--- src/rtl/edge_capture_pkg.sv ---
// Shared constants and the round-robin helper for the edge capture bank.
package edge_capture_pkg;

  localparam int DATA_W_DEF = 7;
  localparam int NUM_CH_DEF = 4;
  localparam int DEPTH_DEF  = 4;
  localparam int MAX_CH     = 16;

  typedef struct packed {
    logic       found;
    logic [3:0] idx;
  } rr_grant_t;

  // First set bit of pend at or after start, wrapping within num_ch channels.
  function automatic rr_grant_t rr_find(input logic [MAX_CH-1:0] pend,
                                        input logic [3:0]        start,
                                        input int unsigned       num_ch);
    rr_grant_t   res;
    int unsigned j;
    res = '0;
    for (int unsigned k = 0; k < MAX_CH; k++) begin
      j = (32'(start) + k) % num_ch;
      if (!res.found && (k < num_ch) && pend[j[3:0]]) begin
        res.found = 1'b1;
        res.idx   = j[3:0];
      end
    end
    return res;
  endfunction

endpackage

--- src/rtl/edge_capture_bank_if.sv ---
// Tagged valid/ready output stream of the capture bank.
interface edge_capture_bank_if
  import edge_capture_pkg::*;
#(
  parameter int DATA_W = DATA_W_DEF,
  parameter int CH_W   = 2
);
  logic              out_valid;
  logic              out_ready;
  logic [DATA_W-1:0] out_data;
  logic [CH_W-1:0]   out_ch;

  modport master (output out_valid, out_data, out_ch, input out_ready);
  modport slave  (input out_valid, out_data, out_ch, output out_ready);
endinterface

--- src/rtl/edge_capture_fifo.sv ---
// Show-ahead FIFO; pointers carry an extra wrap bit to tell full from empty.
module edge_capture_fifo
  import edge_capture_pkg::*;
#(
  parameter int WIDTH    = 8,
  parameter int DEPTH    = DEPTH_DEF,
  parameter bit NEG_EDGE = 1'b1,
  localparam int AW      = $clog2(DEPTH)
) (
  input  logic             clkin_data,
  input  logic             reset,
  input  logic             push,
  input  logic [WIDTH-1:0] push_data,
  input  logic             pop,
  output logic [WIDTH-1:0] pop_data,
  output logic             full,
  output logic             empty,
  output logic [AW:0]      level
);

  logic             clk_act;
  logic [AW:0]      wr_ptr;
  logic [AW:0]      rd_ptr;
  logic [WIDTH-1:0] mem [DEPTH];
  logic             push_eff;
  logic             pop_eff;

  assign clk_act = NEG_EDGE ? ~clkin_data : clkin_data;

  // Status flags and guarded push/pop; head is forced to zero while empty.
  always_comb begin
    empty    = (wr_ptr == rd_ptr);
    full     = (wr_ptr[AW] != rd_ptr[AW]) && (wr_ptr[AW-1:0] == rd_ptr[AW-1:0]);
    level    = wr_ptr - rd_ptr;
    push_eff = push & ~full;
    pop_eff  = pop & ~empty;
    pop_data = empty ? '0 : mem[rd_ptr[AW-1:0]];
  end

  // Pointer advance on accepted push/pop.
  always_ff @(posedge clk_act or posedge reset) begin
    if (reset) begin
      wr_ptr <= '0;
      rd_ptr <= '0;
    end else begin
      if (push_eff) wr_ptr <= wr_ptr + 1'b1;
      if (pop_eff)  rd_ptr <= rd_ptr + 1'b1;
    end
  end

  // Storage write; contents need no reset since the head is gated by empty.
  always_ff @(posedge clk_act) begin
    if (push_eff) mem[wr_ptr[AW-1:0]] <= push_data;
  end

endmodule

--- src/rtl/edge_capture_bank.sv ---
// Per-channel capture registers with pending/overrun tracking and a
// round-robin drain into a shared tagged FIFO.
module edge_capture_bank
  import edge_capture_pkg::*;
#(
  parameter int DATA_W   = DATA_W_DEF,
  parameter int NUM_CH   = NUM_CH_DEF,
  parameter int DEPTH    = DEPTH_DEF,
  parameter bit NEG_EDGE = 1'b1,
  localparam int CH_W    = (NUM_CH > 1) ? $clog2(NUM_CH) : 1,
  localparam int LVL_W   = $clog2(DEPTH) + 1
) (
  input  logic                     clkin_data,
  input  logic                     reset,
  input  logic [NUM_CH*DATA_W-1:0] in_data,
  input  logic [NUM_CH-1:0]        cap_en,
  input  logic [NUM_CH-1:0]        drop_clr,
  edge_capture_bank_if.master      out_if,
  output logic [LVL_W-1:0]         level,
  output logic [NUM_CH-1:0]        drop
);

  logic                   clk_act;
  logic [DATA_W-1:0]      cap_q [NUM_CH];
  logic [NUM_CH-1:0]      pend;
  logic [NUM_CH-1:0]      overrun;
  logic [CH_W-1:0]        rr_ptr;
  rr_grant_t              rr;
  logic                   grant;
  logic [CH_W-1:0]        gnt_ch;
  logic                   fifo_full;
  logic                   fifo_empty;
  logic                   pop;
  logic [CH_W+DATA_W-1:0] push_word;
  logic [CH_W+DATA_W-1:0] head_word;

  assign clk_act = NEG_EDGE ? ~clkin_data : clkin_data;

  // Arbitration uses the pre-edge full flag, so a same-edge pop never frees a slot for this edge.
  always_comb begin
    rr        = rr_find(16'(pend), 4'(rr_ptr), NUM_CH);
    gnt_ch    = CH_W'(rr.idx);
    grant     = rr.found & ~fifo_full;
    push_word = {gnt_ch, cap_q[gnt_ch]};
    pop       = out_if.out_valid & out_if.out_ready;
  end

  // A capture onto a still-pending channel loses the old value unless that value is drained this edge.
  always_comb begin
    overrun = '0;
    for (int c = 0; c < NUM_CH; c++) begin
      overrun[c] = cap_en[c] & pend[c] & ~(grant && (gnt_ch == CH_W'(c)));
    end
  end

  // Capture, pending, drop and round-robin pointer state; a new capture re-arms pend after its grant.
  always_ff @(posedge clk_act or posedge reset) begin
    if (reset) begin
      pend   <= '0;
      drop   <= '0;
      rr_ptr <= '0;
      for (int c = 0; c < NUM_CH; c++) cap_q[c] <= '0;
    end else begin
      if (grant) begin
        pend[gnt_ch] <= 1'b0;
        rr_ptr       <= CH_W'((32'(gnt_ch) + 32'd1) % 32'(NUM_CH));
      end
      for (int c = 0; c < NUM_CH; c++) begin
        if (cap_en[c]) begin
          cap_q[c] <= in_data[c*DATA_W +: DATA_W];
          pend[c]  <= 1'b1;
        end
      end
      drop <= (drop & ~drop_clr) | overrun;
    end
  end

  edge_capture_fifo #(
    .WIDTH   (CH_W + DATA_W),
    .DEPTH   (DEPTH),
    .NEG_EDGE(NEG_EDGE)
  ) u_fifo (
    .clkin_data(clkin_data),
    .reset     (reset),
    .push      (grant),
    .push_data (push_word),
    .pop       (pop),
    .pop_data  (head_word),
    .full      (fifo_full),
    .empty     (fifo_empty),
    .level     (level)
  );

  assign out_if.out_valid = ~fifo_empty;
  assign out_if.out_data  = head_word[DATA_W-1:0];
  assign out_if.out_ch    = head_word[CH_W+DATA_W-1:DATA_W];

endmodule

--- src/flat_wrapper.sv ---
// flat-port wrapper written by rule: the top's interface ports become plain ports
module edge_capture_bank_flat import edge_capture_pkg::*;
#(
  parameter int DATA_W   = DATA_W_DEF,
  parameter int NUM_CH   = NUM_CH_DEF,
  parameter int DEPTH    = DEPTH_DEF,
  parameter bit NEG_EDGE = 1'b1,
  localparam int CH_W    = (NUM_CH > 1) ? $clog2(NUM_CH) : 1,
  localparam int LVL_W   = $clog2(DEPTH) + 1
)
  (clkin_data, reset, in_data, cap_en, drop_clr, level, drop, out_if_out_valid, out_if_out_data, out_if_out_ch, out_if_out_ready);
  edge_capture_bank_if #(.DATA_W(DATA_W), .CH_W(2)) out_if_i ();
  input  logic clkin_data;
  input  logic reset;
  input  logic [NUM_CH*DATA_W-1:0] in_data;
  input  logic [NUM_CH-1:0] cap_en;
  input  logic [NUM_CH-1:0] drop_clr;
  output logic [LVL_W-1:0] level;
  output logic [NUM_CH-1:0] drop;
  output wire logic [$bits(out_if_i.out_valid)-1:0] out_if_out_valid;
  output wire logic [$bits(out_if_i.out_data)-1:0] out_if_out_data;
  output wire logic [$bits(out_if_i.out_ch)-1:0] out_if_out_ch;
  input wire logic [$bits(out_if_i.out_ready)-1:0] out_if_out_ready;
  assign out_if_out_valid = out_if_i.out_valid;
  assign out_if_out_data = out_if_i.out_data;
  assign out_if_out_ch = out_if_i.out_ch;
  assign out_if_i.out_ready = out_if_out_ready;
  edge_capture_bank #(.DATA_W(DATA_W), .NUM_CH(NUM_CH), .DEPTH(DEPTH), .NEG_EDGE(NEG_EDGE)) u_core (.clkin_data(clkin_data), .reset(reset), .in_data(in_data), .cap_en(cap_en), .drop_clr(drop_clr), .out_if(out_if_i), .level(level), .drop(drop));
endmodule
--- config.mk ---
export PLATFORM = sky130hd
export DESIGN_NAME = edge_capture_bank_flat
export DESIGN_NICKNAME = d
export VERILOG_FILES = /design/src/rtl/edge_capture_pkg.sv /design/src/rtl/edge_capture_bank_if.sv /design/src/rtl/edge_capture_fifo.sv /design/src/rtl/edge_capture_bank.sv /design/src/flat_wrapper.sv
export SDC_FILE = /design/constraint.sdc
export NUM_CORES = 1
export LEC_CHECK = 0
export CAP_MARGIN = 20
export CORE_ASPECT_RATIO = 1.1
export CORE_MARGIN = 10
export CORE_UTILIZATION = 60
export CTS_BUF_LIST = sky130_fd_sc_hd__clkbuf_8
export CTS_CLUSTER_SIZE = 20
export DETAILED_ROUTE_END_ITERATION = 10
export GPL_ROUTABILITY_DRIVEN = 1
export GPL_TIMING_DRIVEN = 0
export PLACE_DENSITY = 0.9
export SKIP_CTS_REPAIR_TIMING = 1
export SLEW_MARGIN = 20
export SYNTH_ARGS = -nofsm -noshare
export SYNTH_HDL_FRONTEND = slang
export SYNTH_HIERARCHICAL = 1
export SYNTH_SLANG_ARGS = --single-unit
--- constraint.sdc ---
create_clock -name clkin_data -period 3.77 [get_ports clkin_data]
set_clock_uncertainty 0.1 [all_clocks]
set_input_delay 0.377 -clock clkin_data [delete_from_list [all_inputs] [get_ports clkin_data]]
set_output_delay 0.377 -clock clkin_data [all_outputs]
set_load 0.05 [all_outputs]
==> results.md <==
* Top cells by area, synth: dfrtn_1, edfxtp_1, mux2_2
* Worst r2r path cells at 8
* DRT iter0 DRCs at 143
* CP arrival at 3.86 ns
* Worst hold margin at 0.353 ns
* Fillers at 326
* Avg WL per Cell at 18.3 um
* Fin. max-slew vios at 0
* Die height at 102 um
* Hold depth at 1
* Crit-path leading delay family: buffers and inverters
* Synth async-reset ratio at 55.0%
* Crit Path Category: register to output pin
* Hold Violations, Final at 0
* Rows at 29
* Remaining antenna violation count at 0
* Area of the die at 0.00967 mm2
* Vias/cell at 5.41
* Most frequent cells after synthesis: dfrtn_1, edfxtp_1, mux2_2
* Min-delay worst type: register to register
* Dpl cell area at 0.00442 mm2
* Initial Util at 62.6%
* Top_reg_cell synth: dfrtn_1
* Yosys top cell by area: dfrtn_1
* Initial antenna violation count at 0
* Unique masters post-synth at 44
* Drt first pass iters at 4
* Longest Clk Path Bufs at 2
* Final Util at 83.8%
* Clk slew on worst S/H paths at 0.07 ns
* Final Setup Violations at 13
* CTS tree: done
* Die W at 94.7 um
* Dpl hpwl at 5.46 mm
* Largest net degree at the start of global routing at 25
* Startpoint Class: register
* Number of buffers added on ports at 51
* GP Congestion at 0.777
* FF-to-FF setup slack at 1.00 ns
* CP Capture Type: output pin
* Cell Area, Synth at 0.00368 mm2
* Vias in the first global route at 2551
* Cell Chain, Critical Path: buf_6, inv_4, ha_4, nand2_4, nor2_4, clkbuf_16, nor2b_4, buf_8
* Clock Latency Late Sink at 0.35 ns
* WP buf/inv at 4
* Boundary pin count at 56
* Flop and latch count out of synthesis at 80
* WP data required at 3.29 ns
* Post-Route WL at 8.04 mm
* Slew headroom at 60.1%
* Failing checks: negative setup slack
* Clk sinks at 80
* Total number of yosys warnings at 6
* Syn Inst Count at 249
* Seq/Total Area, Yosys at 59.3%
* Fin nets at 404
* Critical path's slowest cell: dfrtn_1
* Share of Yosys cell area claimed by the top area cell type at 29.9%
* RSZ-0062 raised after global routing: yes
* Grt ovf at 0
* H-tree Lvls at 3
* Crit Path Max Fanout at 4
* Crit-path max cell delay at 0.49 ns
* Status: finished with violations
* Design Area, Final at 0.00493 mm2
* Avg Inst Size Synth at 14.8 um2
* Top-count cell post-synth: dfrtn_1
* Drt drc at 0
* Syn Nets at 296
* Tot GR Track Use at 16.6%
* Global-route wire length before repair at 12.5 mm
* Multi-input gate area at 0.00148 mm2
* PnR worst setup slack at -0.565 ns
* Core box area at 0.00588 mm2
* Worst slew pin tran at 0.595 ns
* Final TNS setup at -6.27 ns
* Post-synth EDFFs at 36
* DR vias at 2373
* Area Growth Syn to Fin at 33.9%
* Diodes inserted at 0
* Register area at 0.00218 mm2
* TritonCTS Buffers at 9
* CTS Root Buffer Type: clkbuf_8
* Crit. path cell count at 8
* Share of layout cells above drive strength 1 at 31.2%
* Max-Cap Viols at 0
==> cell families (layout without fill, tap and decap cells) <==
family,after synthesis,in the layout,synth area share [%]
muxes,62,62,21.2
buffers and inverters,28,141,3.44
and+or+nand+nor,39,39,5.88
AOI/OAI and AO/OA,27,27,5.82
DFF,80,80,59.3
adders and majority gates,8,8,2.93
xor gates and xnor gates,5,5,1.39
==> registers in the layout (all words and copies together) (netlist names) <==
name,cells
u_core/cap_q,28
u_core/drop,4
u_core/pend,4
u_core/rr_ptr,2
u_core/u_fifo/mem,36
u_core/u_fifo/rd_ptr,3
u_core/u_fifo/wr_ptr,3
==> routing by layer <==
layer	up-vias	GRT usage (%)	wire length [um]
li1	1122	-	-
met1	1158	19.2	3320
met2	82	27.7	4120
met3	11	5.21	478
met4	0	7.26	127
met5	-	0	0
==> area by class of cell <==
class                      instances  share of cell area (%)
sequential                        80                    44.3
multi-input combinational        141                    30.0
timing repair buffer              62                    13.7
clock inverter                    43                    4.55
clock buffer                       9                    2.51
tap                               77                    1.96
inverter                          19                    1.75
buffer                             8                    1.22
==> stage by stage <==
stage | worst slack (ns) | std cells
global route | -0.640 | 439
CTS | -1.35 | 429
detailed placement | -0.962 | 378
floorplan | -0.299 | 249
finish | -0.565 | 439
global placement | -0.933 | 377
==> path summary, 6_finish.rpt <==
path                                              start                 endpoint
worst min-delay path                   u_core/cap_q[15]         u_core/cap_q[15]
max in group asynchronous                         reset         u_core/cap_q[22]
worst min register to register         u_core/cap_q[15]         u_core/cap_q[15]
worst max register to register  u_core/u_fifo/rd_ptr[1]  u_core/u_fifo/mem[3][7]
min in group asynchronous                         reset  u_core/u_fifo/wr_ptr[1]
worst max-delay path            u_core/u_fifo/rd_ptr[1]         out_if_out_ch[1]
==> worst register-to-register path, stage by stage, from the launching register on <==
cell,delay [ns]
dfrtn_1,0.49
buf_6,0.14
inv_4,0.04
ha_4,0.23
nand3_1,0.18
inv_1,0.07
or2_2,0.34
inv_1,0.30
and3_1,0.57
==> placed cells by master, fill, tap and decap left out, drive strengths merged, types with 3 or more instances in the layout <==
cell type      netlist  final
mux2                32     32
and3                 4      4
clkdlybuf4s50        0     34
nor2                 7      7
mux4                 9      9
dfrtn               44     44
buf                  4     27
a21o                 3      3
a31oi                4      4
o21ai                4      4
nand2                7      7
nor2b               11     11
clkbuf               4     14
inv                 20     59
ha                   7      7
edfxtp              36     36
mux2i               21     21
xnor2                4      4
dlymetal6s2s         0      4
a21oi                3      3
Power is not shown: default switching activity piles up to over one toggle a cycle in this logic, so the estimate is an artifact.
